## config.mk

```make
export PLATFORM = sky130hd
export DESIGN_NAME = alu_issue_ctrl
export DESIGN_NICKNAME = d
export VERILOG_FILES = /design/src/rtl/alu_issue_pkg.sv /design/src/rtl/alu_issue_ctrl_instr_fifo.sv /design/src/rtl/alu_issue_ctrl.sv
export SDC_FILE = /design/constraint.sdc
export NUM_CORES = 1
export LEC_CHECK = 0
export ABC_AREA = 1
export CAP_MARGIN = 0
export CORE_MARGIN = 2
export CORE_UTILIZATION = 55
export CTS_CLUSTER_SIZE = 25
export DETAILED_ROUTE_END_ITERATION = 16
export GPL_ROUTABILITY_DRIVEN = 0
export PLACE_DENSITY = 0.75
export SLEW_MARGIN = 20
export SYNTH_ARGS = -nofsm -noshare
export SYNTH_HDL_FRONTEND = slang
export SYNTH_SLANG_ARGS = --single-unit
```

## constraint.sdc

```tcl
create_clock -name clock -period 3.75 [get_ports clock]
set_input_delay 0.375 -clock clock [delete_from_list [all_inputs] [get_ports clock]]
set_output_delay 0.375 -clock clock [all_outputs]
set_load 0.01 [all_outputs]
```

## src/rtl/alu_issue_pkg.sv

```systemverilog
// Shared constants and types for the R-type issue sequencer.
//   OP_RTYPE      : R-type opcode
//   F7_* / F3_*   : funct7 / funct3 values of the supported operations
//   ALU_*         : 4-bit ALU encodings driven to the datapath (ALU_NOP = bubble)
//   state_t       : issue-stage FSM states
//   dec_op_t      : decoded instruction fields
package alu_issue_pkg;

  localparam logic [6:0] OP_RTYPE   = 7'b0110011;

  localparam logic [6:0] F7_BASE    = 7'b0000000;
  localparam logic [6:0] F7_ALT     = 7'b0100000;

  localparam logic [2:0] F3_ADD_SUB = 3'b000;
  localparam logic [2:0] F3_SLT     = 3'b010;
  localparam logic [2:0] F3_XOR     = 3'b100;
  localparam logic [2:0] F3_OR      = 3'b110;
  localparam logic [2:0] F3_AND     = 3'b111;

  localparam logic [3:0] ALU_AND    = 4'b0000;
  localparam logic [3:0] ALU_OR     = 4'b0001;
  localparam logic [3:0] ALU_ADD    = 4'b0010;
  localparam logic [3:0] ALU_XOR    = 4'b0011;
  localparam logic [3:0] ALU_SUB    = 4'b0110;
  localparam logic [3:0] ALU_SLT    = 4'b0111;
  localparam logic [3:0] ALU_NOP    = 4'b1111;

  typedef enum logic {S_IDLE, S_ISSUE} state_t;

  typedef struct packed {
    logic [4:0] rs1;
    logic [4:0] rs2;
    logic [4:0] rd;
    logic [3:0] alu_op;
    logic       legal;
  } dec_op_t;

endpackage

```

## src/rtl/alu_issue_ctrl_instr_fifo.sv

```systemverilog
// Synchronous FIFO holding instruction words.
//   clock/reset : rising-edge clock, async active-low reset (clears pointers)
//   push/wdata  : write when push && !full
//   pop/rdata   : rdata is the head word; advance when pop && !empty
//   full/empty  : occupancy flags
// Pointers carry one extra wrap bit so full and empty are distinguished
// without a separate counter. A push while full is refused even when a pop
// happens in the same cycle.
module instr_fifo #(
  parameter int DEPTH = 4,
  parameter int W     = 32
) (
  input  logic         clock,
  input  logic         reset,
  input  logic         push,
  input  logic [W-1:0] wdata,
  input  logic         pop,
  output logic [W-1:0] rdata,
  output logic         full,
  output logic         empty
);
  localparam int AW = $clog2(DEPTH);

  logic [W-1:0] mem [DEPTH];
  logic [AW:0]  wptr, rptr;

  assign empty = (wptr == rptr);
  assign full  = (wptr[AW] != rptr[AW]) && (wptr[AW-1:0] == rptr[AW-1:0]);
  assign rdata = mem[rptr[AW-1:0]];

  always_ff @(posedge clock or negedge reset) begin
    if (!reset) begin
      wptr <= '0;
      rptr <= '0;
    end else begin
      if (push && !full)  wptr <= wptr + 1'b1;
      if (pop  && !empty) rptr <= rptr + 1'b1;
    end
  end

  always_ff @(posedge clock) begin
    if (push && !full) mem[wptr[AW-1:0]] <= wdata;
  end

endmodule

```

## src/rtl/alu_issue_ctrl.sv

```systemverilog
// Issue sequencer for the register-file/ALU datapath.
//   instr_valid/instr/instr_ready : instruction input port (valid/ready)
//   run                           : issue enable; 0 holds issue, pipeline drains
//   alu_control/write_reg/regwrite: issue-stage controls (cycle t)
//   read_reg_num1/2               : read addresses (cycle t+1)
//   zero_flag                     : datapath zero, sampled at end of t+1
//   done_valid/done_rd/done_zero  : completion report (cycle t+2)
//   illegal                       : pulse in the issue cycle of a rejected word
//   retired_count                 : completed legal instructions, wraps
//   busy                          : FIFO non-empty or an instruction in flight
// Pipeline: pop (edge) -> issue stage -> read stage -> done stage.
// All datapath-facing outputs are registered, so they are 0 in reset and
// settle to bubble values (ALU_NOP) after the first clock.
module alu_issue_ctrl
  import alu_issue_pkg::*;
#(
  parameter int FIFO_DEPTH = 4,
  parameter int CNT_W      = 16
) (
  input  logic             clock,
  input  logic             reset,
  input  logic             instr_valid,
  input  logic [31:0]      instr,
  output logic             instr_ready,
  input  logic             run,
  output logic [4:0]       read_reg_num1,
  output logic [4:0]       read_reg_num2,
  output logic [4:0]       write_reg,
  output logic [3:0]       alu_control,
  output logic             regwrite,
  input  logic             zero_flag,
  output logic             done_valid,
  output logic [4:0]       done_rd,
  output logic             done_zero,
  output logic             illegal,
  output logic [CNT_W-1:0] retired_count,
  output logic             busy
);

  logic        fifo_full, fifo_empty, pop;
  logic [31:0] head;
  dec_op_t     dec;
  state_t      state, next_state;

  // issue-stage payload
  logic [4:0]  iss_rs1, iss_rs2, iss_rd;
  logic        iss_legal;
  // read-stage payload
  logic [4:0]  rd_rd;
  logic        rd_legal;
  // [0] read stage occupied, [1] done stage occupied (legal only)
  logic [1:0]  vld_pipe;

  function automatic dec_op_t decode(input logic [31:0] w);
    dec_op_t d;
    d.rs1    = w[19:15];
    d.rs2    = w[24:20];
    d.rd     = w[11:7];
    d.alu_op = ALU_NOP;
    d.legal  = 1'b0;
    if (w[6:0] == OP_RTYPE) begin
      d.legal = 1'b1;
      case ({w[31:25], w[14:12]})
        {F7_BASE, F3_ADD_SUB}: d.alu_op = ALU_ADD;
        {F7_ALT,  F3_ADD_SUB}: d.alu_op = ALU_SUB;
        {F7_BASE, F3_AND}:     d.alu_op = ALU_AND;
        {F7_BASE, F3_OR}:      d.alu_op = ALU_OR;
        {F7_BASE, F3_XOR}:     d.alu_op = ALU_XOR;
        {F7_BASE, F3_SLT}:     d.alu_op = ALU_SLT;
        default:               d.legal  = 1'b0;
      endcase
    end
    return d;
  endfunction

  instr_fifo #(.DEPTH(FIFO_DEPTH), .W(32)) u_fifo (
    .clock (clock),
    .reset (reset),
    .push  (instr_valid),
    .wdata (instr),
    .pop   (pop),
    .rdata (head),
    .full  (fifo_full),
    .empty (fifo_empty)
  );

  assign instr_ready = !fifo_full;
  assign dec         = decode(head);
  assign busy        = !fifo_empty || (state == S_ISSUE) || vld_pipe[0];

  // ISSUE means the issue stage holds a popped word this cycle. A pop needs
  // only a non-empty FIFO and run, so issue stops the cycle run drops.
  always_ff @(posedge clock or negedge reset) begin
    if (!reset) state <= S_IDLE;
    else        state <= next_state;
  end

  always_comb begin
    next_state = S_IDLE;
    pop        = 1'b0;
    if (run && !fifo_empty) begin
      next_state = S_ISSUE;
      pop        = 1'b1;
    end
  end

  // issue stage
  always_ff @(posedge clock or negedge reset) begin
    if (!reset) begin
      alu_control <= '0;
      write_reg   <= '0;
      regwrite    <= 1'b0;
      illegal     <= 1'b0;
      iss_rs1     <= '0;
      iss_rs2     <= '0;
      iss_rd      <= '0;
      iss_legal   <= 1'b0;
    end else if (pop) begin
      alu_control <= dec.alu_op;
      write_reg   <= dec.legal ? dec.rd : 5'd0;
      regwrite    <= dec.legal && (dec.rd != 5'd0);
      illegal     <= !dec.legal;
      iss_rs1     <= dec.rs1;
      iss_rs2     <= dec.rs2;
      iss_rd      <= dec.rd;
      iss_legal   <= dec.legal;
    end else begin
      alu_control <= ALU_NOP;
      write_reg   <= '0;
      regwrite    <= 1'b0;
      illegal     <= 1'b0;
      iss_rs1     <= '0;
      iss_rs2     <= '0;
      iss_rd      <= '0;
      iss_legal   <= 1'b0;
    end
  end

  // read stage and done stage; zero_flag belongs to the read-stage instruction
  always_ff @(posedge clock or negedge reset) begin
    if (!reset) begin
      read_reg_num1 <= '0;
      read_reg_num2 <= '0;
      rd_rd         <= '0;
      rd_legal      <= 1'b0;
      vld_pipe      <= '0;
      done_rd       <= '0;
      done_zero     <= 1'b0;
      retired_count <= '0;
    end else begin
      vld_pipe      <= {vld_pipe[0] && rd_legal, state == S_ISSUE};
      read_reg_num1 <= iss_legal ? iss_rs1 : 5'd0;
      read_reg_num2 <= iss_legal ? iss_rs2 : 5'd0;
      rd_rd         <= iss_legal ? iss_rd  : 5'd0;
      rd_legal      <= (state == S_ISSUE) && iss_legal;
      done_rd       <= rd_legal ? rd_rd : 5'd0;
      done_zero     <= rd_legal && zero_flag;
      if (vld_pipe[0] && rd_legal) retired_count <= retired_count + 1'b1;
    end
  end

  assign done_valid = vld_pipe[1];

endmodule

```

# ---- Word-level counts from Yosys, hierarchy flattened
# Memory sizes are Yosys's and may differ from the RTL's.
# Cells that the tools add are included.
# Widths: inputs -> output; s select.
dict set report classes {
  add_sub_neg 3
  n_eq_ne 9
  n_mux 19
  n_reduce_logical 16
}
# operator n
set op_table {}
lappend op_table {{$mux 5} 10}
lappend op_table {{$eq 10x3->1 const B} 3}
lappend op_table {{$pmux 4 s6} 1}
lappend op_table {{$add 16x1->16 const B} 1}
lappend op_table {{$eq 10x2->1 const B} 1}
lappend op_table {{$eq 10x9->1 const B} 1}
lappend op_table {{$logic_not 10->1} 1}
lappend op_table {{$logic_and 1x1->1} 8}
lappend op_table {{$eq 7x6->1 const B} 1}
lappend op_table {{$mux 1} 7}
lappend op_table {{$add 3x1->3 const B} 2}
lappend op_table {{$reduce_or 6->1} 1}
lappend op_table {{$reduce_bool 5->1} 1}
lappend op_table {{$mux 4} 1}
lappend op_table {{$eq 3x3->1} 1}
lappend op_table {{$logic_not 1->1} 3}
lappend op_table {{$eq 2x2->1} 1}
lappend op_table {{$logic_or 1x1->1} 2}
lappend op_table {{$ne 1x1->1} 1}
dict set report totals {
  in_bits 37
  out_inout_bits 46
  mem_bits_rw 128
  memories 1
  register_bits 74
  wordCells 67
}
# name words width read_ports rd_ports_with_merged_regs wr line
set mem_list {}
lappend mem_list {u_fifo.mem 4 32 1 0 1 alu_issue_ctrl_instr_fifo.sv:24} ;# logic [W-1:0] mem [DEPTH];

# ---- Longest topological paths before layout
# An unclocked memory read counts as a cell.
dict set report logic_depth {
  depth_word 7
  mapped_depth 11
  ltp_nobuf 10
}

# ---- Modules after synthesis
# A second synthesis with hierarchy kept.
dict set report hier_totals {
  hier_cells 644
  hier_area_um2 7817.5
}
# module cells_per_inst n_inst seq_area_each_um2 area_each_um2
set by_module_without_submodules {}
lappend by_module_without_submodules {instr_fifo 370 1 3993.8 5170.0}
lappend by_module_without_submodules {alu_issue_ctrl 274 1 1701.6 2647.5}

# ---- Least setup slack after synthesis
# No wires, ideal clock.
dict set report synth_timing {
  path_kind {reg-to-reg}
  from {reg u_fifo.rptr[0]}
  to {mem u_fifo.mem[3][0], enable pin}
  slack_ps 856
  synth_period_minus_slack_ps 2894
  setup_ps 424
  n_path_buf 1
  path_stages_with_launch 6
  required_ps 3326
  arrival_ps 2470
  path_cell_list {dfrtp_1 -> buf_2 -> xnor2_1 -> nand3b_1 -> nand2_1 -> nor2_1}
}
dict set report synth_via {
  elab_chain_len 6
}
# element line
set synth_rtl {}
lappend synth_rtl {{start, declared} alu_issue_ctrl_instr_fifo.sv:25} ;# logic [AW:0] wptr, rptr;
lappend synth_rtl {{start signal, assigned} alu_issue_ctrl_instr_fifo.sv:37} ;# if (pop && !empty) rptr <= rptr + 1'b1;
lappend synth_rtl {{$eq 2x2->1} alu_issue_ctrl_instr_fifo.sv:28} ;# assign full = (wptr[AW] != rptr[AW]) && (wptr[AW-1:0] == rptr[AW-1:0]);
lappend synth_rtl {{$logic_and 1x1->1} alu_issue_ctrl_instr_fifo.sv:28}
lappend synth_rtl {{$logic_not 1->1} -}
lappend synth_rtl {{via instr_ready} alu_issue_ctrl.sv:24} ;# output logic instr_ready,
lappend synth_rtl {{$logic_and 1x1->1} alu_issue_ctrl_instr_fifo.sv:42} ;# if (push && !full) mem[wptr[AW-1:0]] <= wdata;
lappend synth_rtl {{$mux 1} alu_issue_ctrl_instr_fifo.sv:42}
lappend synth_rtl {{$mux 1 (implied by the code)} alu_issue_ctrl_instr_fifo.sv:42}
lappend synth_rtl {{end, declared} alu_issue_ctrl_instr_fifo.sv:24}
# The timed path passes the listed nets, and every way through them passes these cells.

# ---- Final worst setup path
dict set report layout_timing {
  from {reg u_fifo.rptr[0]}
  to {out busy}
}
dict set report layout_via {
  elab_chain_len 4
}
# element line
set layout_rtl {}
lappend layout_rtl {{$eq 3x3->1} alu_issue_ctrl_instr_fifo.sv:27} ;# assign empty = (wptr == rptr);
lappend layout_rtl {{$logic_not 1->1} alu_issue_ctrl.sv:89} ;# assign busy = !fifo_empty || (state == S_ISSUE) || vld_pipe[0];
lappend layout_rtl {{$logic_or 1x1->1 (2 in a row)} alu_issue_ctrl.sv:89}
lappend layout_rtl {{end, declared} alu_issue_ctrl.sv:37} ;# output logic busy
# Every way passes these cells.

==> flow_metrics.py <==
metrics = {
    "sta": {
        "setup_viol": 0,
        "timing.final.crit_period_ns": 2.76,
        "rsz0062_at_grt": "false",
        "period_share_pct": 73.7,
        "worst_slack_ns": 0.988,
        "finalHoldViolCount": 0,
        "finalHoldWorstSlack_ns": 0.00347,
        "fin_setup_tns_ns": 0,
        "slew_headroom_pct": 34.3,
        "max_slew.worst_pin.slew_ns": 0.985,
        "slew_violations": 0,
        "clock.fmax_ghz": 0.362,
        "finClkSkew_ns": 0.0114,
    },
    "clocking": {
        "cts_tree": "done",
        "post_cts_buffers": 0,
        "clock_latency_ns": 0.49,
        "clk_pin_slew_ns": 0.06,
        "htree_levels": 1,
        "root_buffer": "clkbuf_16",
        "cts_sinks": 202,
        "clk_path_buf_depth": 3,
        "holdBufCountCts": 0,
        "cts_resized": 0,
        "cts_buffers": 20,
    },
    "global_routing": {
        "grt_pass1_wl_um": 21400,
        "grt_usage_pct": 18.9,
        "antenna_found_initial": 0,
        "grt_max_degree": 75,
        "grt-ovfl-total": 0,
        "grt_pass1_vias": 4250,
    },
    "setup_path": {
        "worstReg2RegStart": "u_fifo.rptr[1]",
        "cpPeakStageDelay_ns": 0.69,
        "rr_endpoint": "write_reg[2]",
        "cp.arrival_ns": 2.39,
        "crit_start": "u_fifo.rptr[0]",
        "cpMaxStageDelayCell": "dfrtp_1",
        "r2r_slack_ns": 1.19,
        "cp-end-kind": "output port",
        "worstPathRequired_ns": 3.38,
        "crit_chain": "xnor2_1, nand3_1, or3_1, clkdlybuf4s50_1",
        "crit_type": "reg -> out",
        "r2r_cells": 10,
        "cp_max_fo": 17,
        "start_kind": "flop",
    },
    "detailed_routing": {
        "drc": 0,
        "ant_nets": 0,
        "drtIter0Drc": 366,
        "wl_per_cell_um": 15.5,
        "dr.pass1.iters": 4,
        "drt-total-wl_um": 13200,
        "vias": 4382,
        "via_per_inst": 5.14,
    },
    "yosys": {
        "syn_inst": 570,
        "async_reset_ff_share_pct": 36.6,
        "synth-edff-count": 128,
        "synth.avg_cell_area_um2": 13.1,
        "ys_ff_latch": 202,
        "ys_seq_area_share_pct": 76.1,
        "ys_types": 30,
        "synthFlopType": "edfxtp_1",
        "ys_warn_count": 0,
        "syn_area_um2": 7480,
        "syn-num-nets": 613,
    },
    "cells_and_area": {
        "multi_input_area_um2": 1520,
        "seq_area_um2": 5700,
        "antennaDiodeCount": 0,
        "nets": 706,
        "final_util_pct": 69.2,
        "design_area_um2": 9170,
        "layoutNonFillerInstCount": 852,
        "area_delta_synth_final_pct": 22.5,
        "drive_gt1_share_pct": 8.58,
        "largest_reg_flops": 128,
        "fillers": 954,
    },
    "min_path": {
        "min_path_type": "in -> async",
    },
    "placed_design": {
        "io_buffers": 82,
        "hpwl_um": 8190,
        "place_ws_ns": 1.22,
        "place_area_um2": 8500,
        "placed_cells": 817,
    },
    "floorplanning": {
        "initial_core_util_pct": 56.5,
        "dieWidth_um": 121,
        "die_area_um2": 14600,
        "pin_count": 83,
        "die-height_um": 121,
        "core-area_um2": 13200,
        "rows": 42,
    },
    "power_and_ir_drop": {
        "power_leakage_nw": 3.82,
        "power.total_mw": 6.35,
        "ir_worst_vdd_mv": 0.452,
        "p_per_area_nw_per_um2": 693,
    },
    "run": {
        "cap_violations": 0,
    },
    "outcome": {
        "status": "complete, no violations",
    },
}
==> cell usage after synthesis (all sizes together), types with 5 or more instances <==
cell,instances,area [µm²]
nor2,78,298
ha,6,75.1
nand3,27,153
a32o,5,50.1
xor2,12,105
edfxtp,128,3840
o21ai,22,110
inv,52,195
dfrtp,74,1850
xnor2,10,87.6
nand3b,5,37.5
nand2,90,343
buf,11,55.1
clkbuf,6,22.5
nand4,13,87.6
a21oi,16,80.1
nor3,6,30.0
==> routing by layer <==
metal	part of all wire (%)	track usage (%)	up-vias
met2	49	31.0	121
met4	1.9	5.67	0
li1	-	-	2105
met1	43	26.0	2135
met5	0	0	-
met3	5.8	3.54	21
==> worst max path at each step <==
stage	cells past startpoint	slack [ns]	end
floorplan	5	0.86	u_fifo.mem[3][0]
global placement	10	1.36	write_reg[0]
detailed placement	10	1.22	write_reg[2]
CTS	4	0.96	busy
global route	10	0.87	write_reg[2]
finish	4	0.99	busy
==> cells by family after synthesis <==
| family | Yosys count | share of synthesized area, % |
|---|---|---|
| AOI/OAI and AO/OA | 43 | 3.21 |
| xor gates and xnor gates | 22 | 2.58 |
| adders and majority gates | 6 | 1.00 |
| buffers and inverters | 70 | 3.70 |
| DFF | 202 | 76.1 |
| and+or+nand+nor | 227 | 13.4 |
==> area by class of cell <==
| class | count | area share (%) |
|---|---|---|
| inverter | 53 | 2.17 |
| clock buffer | 30 | 7.00 |
| timing repair buffer | 88 | 9.42 |
| multi-input combinational | 298 | 16.6 |
| tap | 176 | 2.40 |
| sequential | 202 | 62.1 |
| clock inverter | 5 | 0.314 |
==> worst max-delay path: cells and delay by family (launching register included) <==
kind                   cells  cell delay, ns
flip-flops                 1            0.69
XOR/XNOR                   1            0.21
AND/OR/NAND/NOR            2            0.52
buffers and inverters      1            0.49
==> power by group <==
group          switching [mW]  internal, mW  total [mW]
Combinational           0.954         0.440        1.39
Clock                   0.780          1.18        1.96
Sequential              0.152          2.84        2.99
Total                    1.89          4.47        6.35
==> placed cells by master, fill, tap and decap left out <==
master	n
a21oi_1	16
a32o_1	5
and2_1	1
buf_4	7
clkbuf_16	22
clkbuf_4	3
clkbuf_8	5
clkdlybuf4s50_1	81
clkinv_1	1
clkinv_2	4
dfrtp_1	74
edfxtp_1	128
ha_1	6
inv_1	50
inv_2	2
inv_6	1
nand2_1	88
nand2_2	2
nand3_1	25
nand3_2	1
nand3_4	1
nand3b_1	5
nand4_1	12
nand4_2	1
nor2_1	72
nor2_2	6
nor3_1	6
nor3b_1	3
o21ai_0	22
or2_2	3
or3_1	1
xnor2_1	10
xor2_1	12
No activity file was read; power rests on OpenSTA's default activity.
